File: src/rtl/rv32i_uart_tx.sv
// Memory-mapped 8N1 UART transmitter on the rv32i data bus.
// Stores fill a small TX FIFO; a registered serializer drives tx_o.
module rv32i_uart_tx #(
  parameter logic [31:0] BASE_ADDR   = 32'h8000_0000,
  parameter int unsigned FIFO_DEPTH  = 4,
  parameter logic [15:0] DEFAULT_DIV = 16'd433
) (
  input  logic        clk_i,
  input  logic        rst_in,
  input  logic [31:0] mem_addr_i,
  input  logic [31:0] mem_din_i,
  input  logic        mem_we_i,
  input  logic [3:0]  mem_be_i,
  output logic [31:0] mem_dout_o,
  output logic        tx_o
);

  localparam int unsigned PW = $clog2(FIFO_DEPTH);
  localparam int unsigned LW = PW + 1;

  typedef enum logic [1:0] {S_IDLE, S_START, S_DATA, S_STOP} state_t;

  state_t         state, state_d;
  logic [15:0]    div, cnt, cnt_d;
  logic [2:0]     idx, idx_d;
  logic [7:0]     sh, sh_d;
  logic           tx_d;
  logic           pop;

  logic [7:0]     fifo_mem [FIFO_DEPTH];
  logic [PW-1:0]  wptr, rptr;
  logic [LW-1:0]  level;
  logic           ovf;

  logic           hit, full, empty, busy;
  logic           push_req, push, ovf_clr;
  logic [31:0]    status;
  logic           unused_bits;

  assign unused_bits = ^mem_din_i[31:16];

  assign hit      = (mem_addr_i[31:4] == BASE_ADDR[31:4]);
  assign full     = (level == LW'(FIFO_DEPTH));
  assign empty    = (level == '0);
  assign busy     = (state != S_IDLE) || !empty;
  assign push_req = hit && mem_we_i && (mem_addr_i[3:2] == 2'd0) && mem_be_i[0];
  assign push     = push_req && !full;
  assign ovf_clr  = hit && mem_we_i && (mem_addr_i[3:2] == 2'd1) && mem_be_i[0] && mem_din_i[3];

  // FIFO storage has no reset; the pointers and level define validity.
  always_ff @(posedge clk_i) begin
    if (push) fifo_mem[wptr] <= mem_din_i[7:0];
  end

  always_ff @(posedge clk_i or negedge rst_in) begin
    if (!rst_in) begin
      wptr  <= '0;
      rptr  <= '0;
      level <= '0;
      ovf   <= 1'b0;
      div   <= DEFAULT_DIV;
    end else begin
      if (push) wptr <= wptr + 1'b1;
      if (pop)  rptr <= rptr + 1'b1;
      case ({push, pop})
        2'b10:   level <= level + 1'b1;
        2'b01:   level <= level - 1'b1;
        default: level <= level;
      endcase
      // An overflow in the same cycle as a clear leaves OVF set.
      if (push_req && full) ovf <= 1'b1;
      else if (ovf_clr)     ovf <= 1'b0;
      if (hit && mem_we_i && (mem_addr_i[3:2] == 2'd2)) begin
        if (mem_be_i[0]) div[7:0]  <= mem_din_i[7:0];
        if (mem_be_i[1]) div[15:8] <= mem_din_i[15:8];
      end
    end
  end

  always_ff @(posedge clk_i or negedge rst_in) begin
    if (!rst_in) begin
      state <= S_IDLE;
      cnt   <= '0;
      idx   <= '0;
      sh    <= '0;
      tx_o  <= 1'b1;
    end else begin
      state <= state_d;
      cnt   <= cnt_d;
      idx   <= idx_d;
      sh    <= sh_d;
      tx_o  <= tx_d;
    end
  end

  // The bit counter reloads from div only at bit boundaries, so a DIV
  // write never stretches or truncates the bit in flight.
  always_comb begin
    state_d = state;
    cnt_d   = cnt;
    idx_d   = idx;
    sh_d    = sh;
    tx_d    = tx_o;
    pop     = 1'b0;
    case (state)
      S_IDLE: begin
        if (!empty) begin
          state_d = S_START;
          pop     = 1'b1;
          sh_d    = fifo_mem[rptr];
          cnt_d   = div;
          tx_d    = 1'b0;
        end
      end
      S_START: begin
        if (cnt == '0) begin
          state_d = S_DATA;
          cnt_d   = div;
          idx_d   = '0;
          tx_d    = sh[0];
          sh_d    = {1'b0, sh[7:1]};
        end else begin
          cnt_d = cnt - 1'b1;
        end
      end
      S_DATA: begin
        if (cnt == '0) begin
          cnt_d = div;
          if (idx == 3'd7) begin
            state_d = S_STOP;
            tx_d    = 1'b1;
          end else begin
            idx_d = idx + 1'b1;
            tx_d  = sh[0];
            sh_d  = {1'b0, sh[7:1]};
          end
        end else begin
          cnt_d = cnt - 1'b1;
        end
      end
      S_STOP: begin
        if (cnt == '0) begin
          if (!empty) begin
            state_d = S_START;
            pop     = 1'b1;
            sh_d    = fifo_mem[rptr];
            cnt_d   = div;
            tx_d    = 1'b0;
          end else begin
            state_d = S_IDLE;
            tx_d    = 1'b1;
          end
        end else begin
          cnt_d = cnt - 1'b1;
        end
      end
      default: state_d = S_IDLE;
    endcase
  end

  always_comb begin
    status            = '0;
    status[0]         = busy;
    status[1]         = full;
    status[2]         = empty;
    status[3]         = ovf;
    status[4 +: LW]   = level;
    mem_dout_o        = '0;
    if (hit) begin
      case (mem_addr_i[3:2])
        2'd1:    mem_dout_o = status;
        2'd2:    mem_dout_o = {16'h0000, div};
        default: mem_dout_o = '0;
      endcase
    end
  end

endmodule

File: config.mk
export PLATFORM = sky130hd
export DESIGN_NAME = rv32i_uart_tx
export DESIGN_NICKNAME = d
export VERILOG_FILES = /design/src/rtl/rv32i_uart_tx.sv
export SDC_FILE = /design/constraint.sdc
export NUM_CORES = 1
export LEC_CHECK = 0
export ABC_CLOCK_PERIOD_IN_PS = 4000
export CAP_MARGIN = 20
export CORE_ASPECT_RATIO = 2
export CORE_MARGIN = 4
export CORE_UTILIZATION = 40
export CTS_CLUSTER_DIAMETER = 50
export DETAILED_ROUTE_END_ITERATION = 6
export GPL_TIMING_DRIVEN = 0
export HOLD_SLACK_MARGIN = 0.1
export PLACE_DENSITY = 0.63
export SYNTH_ARGS = -nofsm -noshare
export SYNTH_HDL_FRONTEND = slang
export SYNTH_SLANG_ARGS = --single-unit
File: constraint.sdc
create_clock -name clk_i -period 4 [get_ports clk_i]
set_input_delay 0.6 -clock clk_i [delete_from_list [all_inputs] [get_ports clk_i]]
set_output_delay 0.6 -clock clk_i [all_outputs]
set_load 0.1 [all_outputs]
==> results.sh <==
export IMPL_final_nets=603
export IMPL_overflow=0
export IMPL_hold_viol=0
export IMPL_ys_warnings_count=0
export IMPL_p_clk_share_pct=43.1
export IMPL_drt_wl_total_mm=11.3
export IMPL_intPower_w=0.00145
export IMPL_rr_startpoint="cnt[0]"
export IMPL_cts_buffer_depth=2
export IMPL_mostFrequentLayoutCell="clkdlybuf4s50_1"
export IMPL_path_clk_slew_ns=0.07
export IMPL_required_ns=3.40
export IMPL_rsz0062_at_grt="no"
export IMPL_grt_usage_pct=16.6
export IMPL_drv_cap=0
export IMPL_critical_path_max_fanout=7
export IMPL_drtPass1Iterations=4
export IMPL_final_max_slew_viol_count=0
export IMPL_regArea_mm2=0.00232
export IMPL_numPortBuffers=67
export IMPL_grt_pass1_vias=3692
export IMPL_hp_class="primary input to asynchronous set/reset pin"
export IMPL_pwr_share_comb_pct=8.8
export IMPL_ys_seq_area_share_pct=49.5
export IMPL_vias=3566
export IMPL_synthArstFlopShare_pct=62.8
export IMPL_cts_root_buffer="clkbuf_16"
export IMPL_min_period_over_period_pct=87.6
export IMPL_antenna_found_initial=0
export IMPL_layout_common_cells="clkdlybuf4s50_1, dfrtp_1, nand2_1, edfxtp_1, nor2_1"
export IMPL_final_min_clock_period_ns=3.50
export IMPL_clk_latency_ns=0.34
export IMPL_core_mm2=0.0114
export IMPL_worstRegToRegCells=13
export IMPL_synth_cells=419
export IMPL_clock_sinks=86
export IMPL_ir_drop_v=0.000341
export IMPL_ant_nets=0
export IMPL_gp_congestion=0.829
export IMPL_post_place_ws_ns=-0.230
export IMPL_remaining_drc_errors=0
export IMPL_power_density_mw_per_mm2=333
export IMPL_post_dp_hpwl_mm=8.92
export IMPL_p_sw_w=0.000515
export IMPL_drive_gt1_share_pct=17.9
export IMPL_num_io_pins=104
export IMPL_worst_pin_slew_ns=1.01
export IMPL_grt_pass1_wl_mm=18.1
export IMPL_setup_violations=0
export IMPL_synth_seq_cells=86
export IMPL_avgSynthCellArea_um2=11.2
export IMPL_status="finished clean"
export IMPL_swShare_pct=26.3
export IMPL_synthesis_area_mm2=0.00469
export IMPL_synth_enable_flop_cells=32
export IMPL_crit_path_start_kind="primary input"
export IMPL_netlist_area_leader_share_pct=25.6
export IMPL_drtIter0Drc=201
export IMPL_cp_arrival_ns=2.90
export IMPL_die_h_um=161
export IMPL_reg2reg_to="level[2]"
export IMPL_rows=55
export IMPL_tritoncts="yes"
export IMPL_synth_flop_cell="dfrtp_1"
export IMPL_die_area_mm2=0.0136
export IMPL_tns_ns=0
export IMPL_multi_input_area_mm2=0.00216
export IMPL_synth_largest_area_cell="dfrtp_1"
export IMPL_fin_cells=661
export IMPL_pwr_share_seq_pct=48.1
export IMPL_critical_path_class="primary input to primary output"
export IMPL_slew_headroom_pct=32.9
export IMPL_skew_ns=0.0110
export IMPL_dp_cells=644
export IMPL_htree_levels=3
export IMPL_fin_util_pct=51.6
export IMPL_avgViaCountPerCell=5.39
export IMPL_yosys_top_cells_area="dfrtp_1, edfxtp_1, ha_1"
export IMPL_grt_max_degree=34
export IMPL_hold_ws_ns=0.227
export IMPL_cts_buffers=9
export IMPL_rrSetupSlack_ns=0.65
export IMPL_setup_slack_ns=0.497
export IMPL_maxClockFrequency_ghz=0.285
export IMPL_end_kind="primary output"
export IMPL_ys_types=63
export IMPL_start_util_pct=41.1
export IMPL_antenna_cells=0
export IMPL_p_leak_nw=2.69
export IMPL_area_growth_pct=25.7
export IMPL_n_fill_cell=1065
export IMPL_wl_per_cell_um=17.1
export IMPL_die_w_um=84.6
==> final cells by class <==
class,instances,share of cell area [%]
tap,142,3.01
buffer,37,3.57
timing repair buffer,69,11.3
sequential,86,39.4
inverter,16,1.02
multi-input combinational,295,36.6
clock inverter,7,1.38
clock buffer,9,3.82
==> kinds of logic after synthesis <==
group | Yosys count | synth area share [%]
AO/OA/AOI/OAI | 76 | 11.4
other | 1 | 0.0800
buffers and inverters | 53 | 5.76
XOR/XNOR | 11 | 2.05
multiplexers | 32 | 9.42
adder cells (fa/ha/maj) | 18 | 4.96
flip-flops | 86 | 49.5
AND/OR/NAND/NOR | 142 | 16.9
==> through the flow <==
step                power [W]  area, um^2
floorplan             0.00106        4750
global placement      0.00113        5590
detailed placement    0.00113        5610
CTS                   0.00198        5900
global route          0.00203        5890
finish                0.00196        5890
==> worst max-delay path: stages <==
cell	delay, ns
clkdlybuf4s50_1	0.40
nor4_1	0.30
nand4_1	0.29
nor2_1	0.18
nand2_1	0.17
nor2_1	0.19
dlymetal6s2s_1	0.77
==> registers in the layout, indices dropped and copies added (netlist names) <==
| signal | flops |
|---|---|
| cnt | 16 |
| div | 16 |
| fifo_mem | 32 |
| idx | 3 |
| level | 3 |
| ovf | 1 |
| rptr | 2 |
| sh | 8 |
| state | 2 |
| tx_o | 1 |
| wptr | 2 |
==> power by group through the flow <==
stage,sequential [W],combinational (W),clock (W)
2_1_floorplan,0.000957,0.0000988,0
3_3_place_gp,0.000960,0.000168,0
3_5_place_dp,0.000961,0.000174,0
4_1_cts,0.000943,0.000174,0.000867
5_1_grt,0.000946,0.000185,0.000895
6_report,0.000943,0.000173,0.000845
==> repair_timing <==
| item | CTS | global route |
|---|---|---|
| setup buffers | 0 | 0 |
| endpoints found under the setup margin | 9 | 16 |
| hold buffers | 0 | 0 |
| resized for setup | 9 | 25 |
==> metal layers <==
metal  part of all wire (%)  up-vias  track usage, %  routed length, um
li1                       -     1718               -                  -
met1                     36     1741            17.3               4050
met2                     58       86            31.9               6530
met3                    4.0       21            2.50                452
met4                    2.4        0            7.13                269
met5                      0        -               0                  0
==> cells in the mapped netlist, drive strengths merged, types with 4 or more instances <==
cell    number
a21o         4
a21oi       11
nand2       32
nand2b       4
nand4        6
xor2         6
clkbuf      13
nor4        14
mux2        17
inv         16
nor3        13
nand3       11
mux4         8
and2        15
a22oi       15
nor2        25
buf         24
o21ai       21
dfrtp       48
edfxtp      32
or3          6
ha          17
dfstp        6
mux2i        7
xnor2        5
==> how the worst max path moves through the flow <==
stage                               from             end  cells past startpoint
final                     mem_addr_i[14]   mem_dout_o[2]                      7
after global routing       mem_addr_i[2]  mem_dout_o[14]                      8
after global placement     mem_addr_i[2]   mem_dout_o[7]                      8
after detailed placement   mem_addr_i[2]   mem_dout_o[7]                      8
after floorplan           mem_addr_i[13]   mem_dout_o[0]                      5
after CTS                  mem_addr_i[2]   mem_dout_o[7]                      8
No activity file was read; power rests on OpenSTA's default activity.
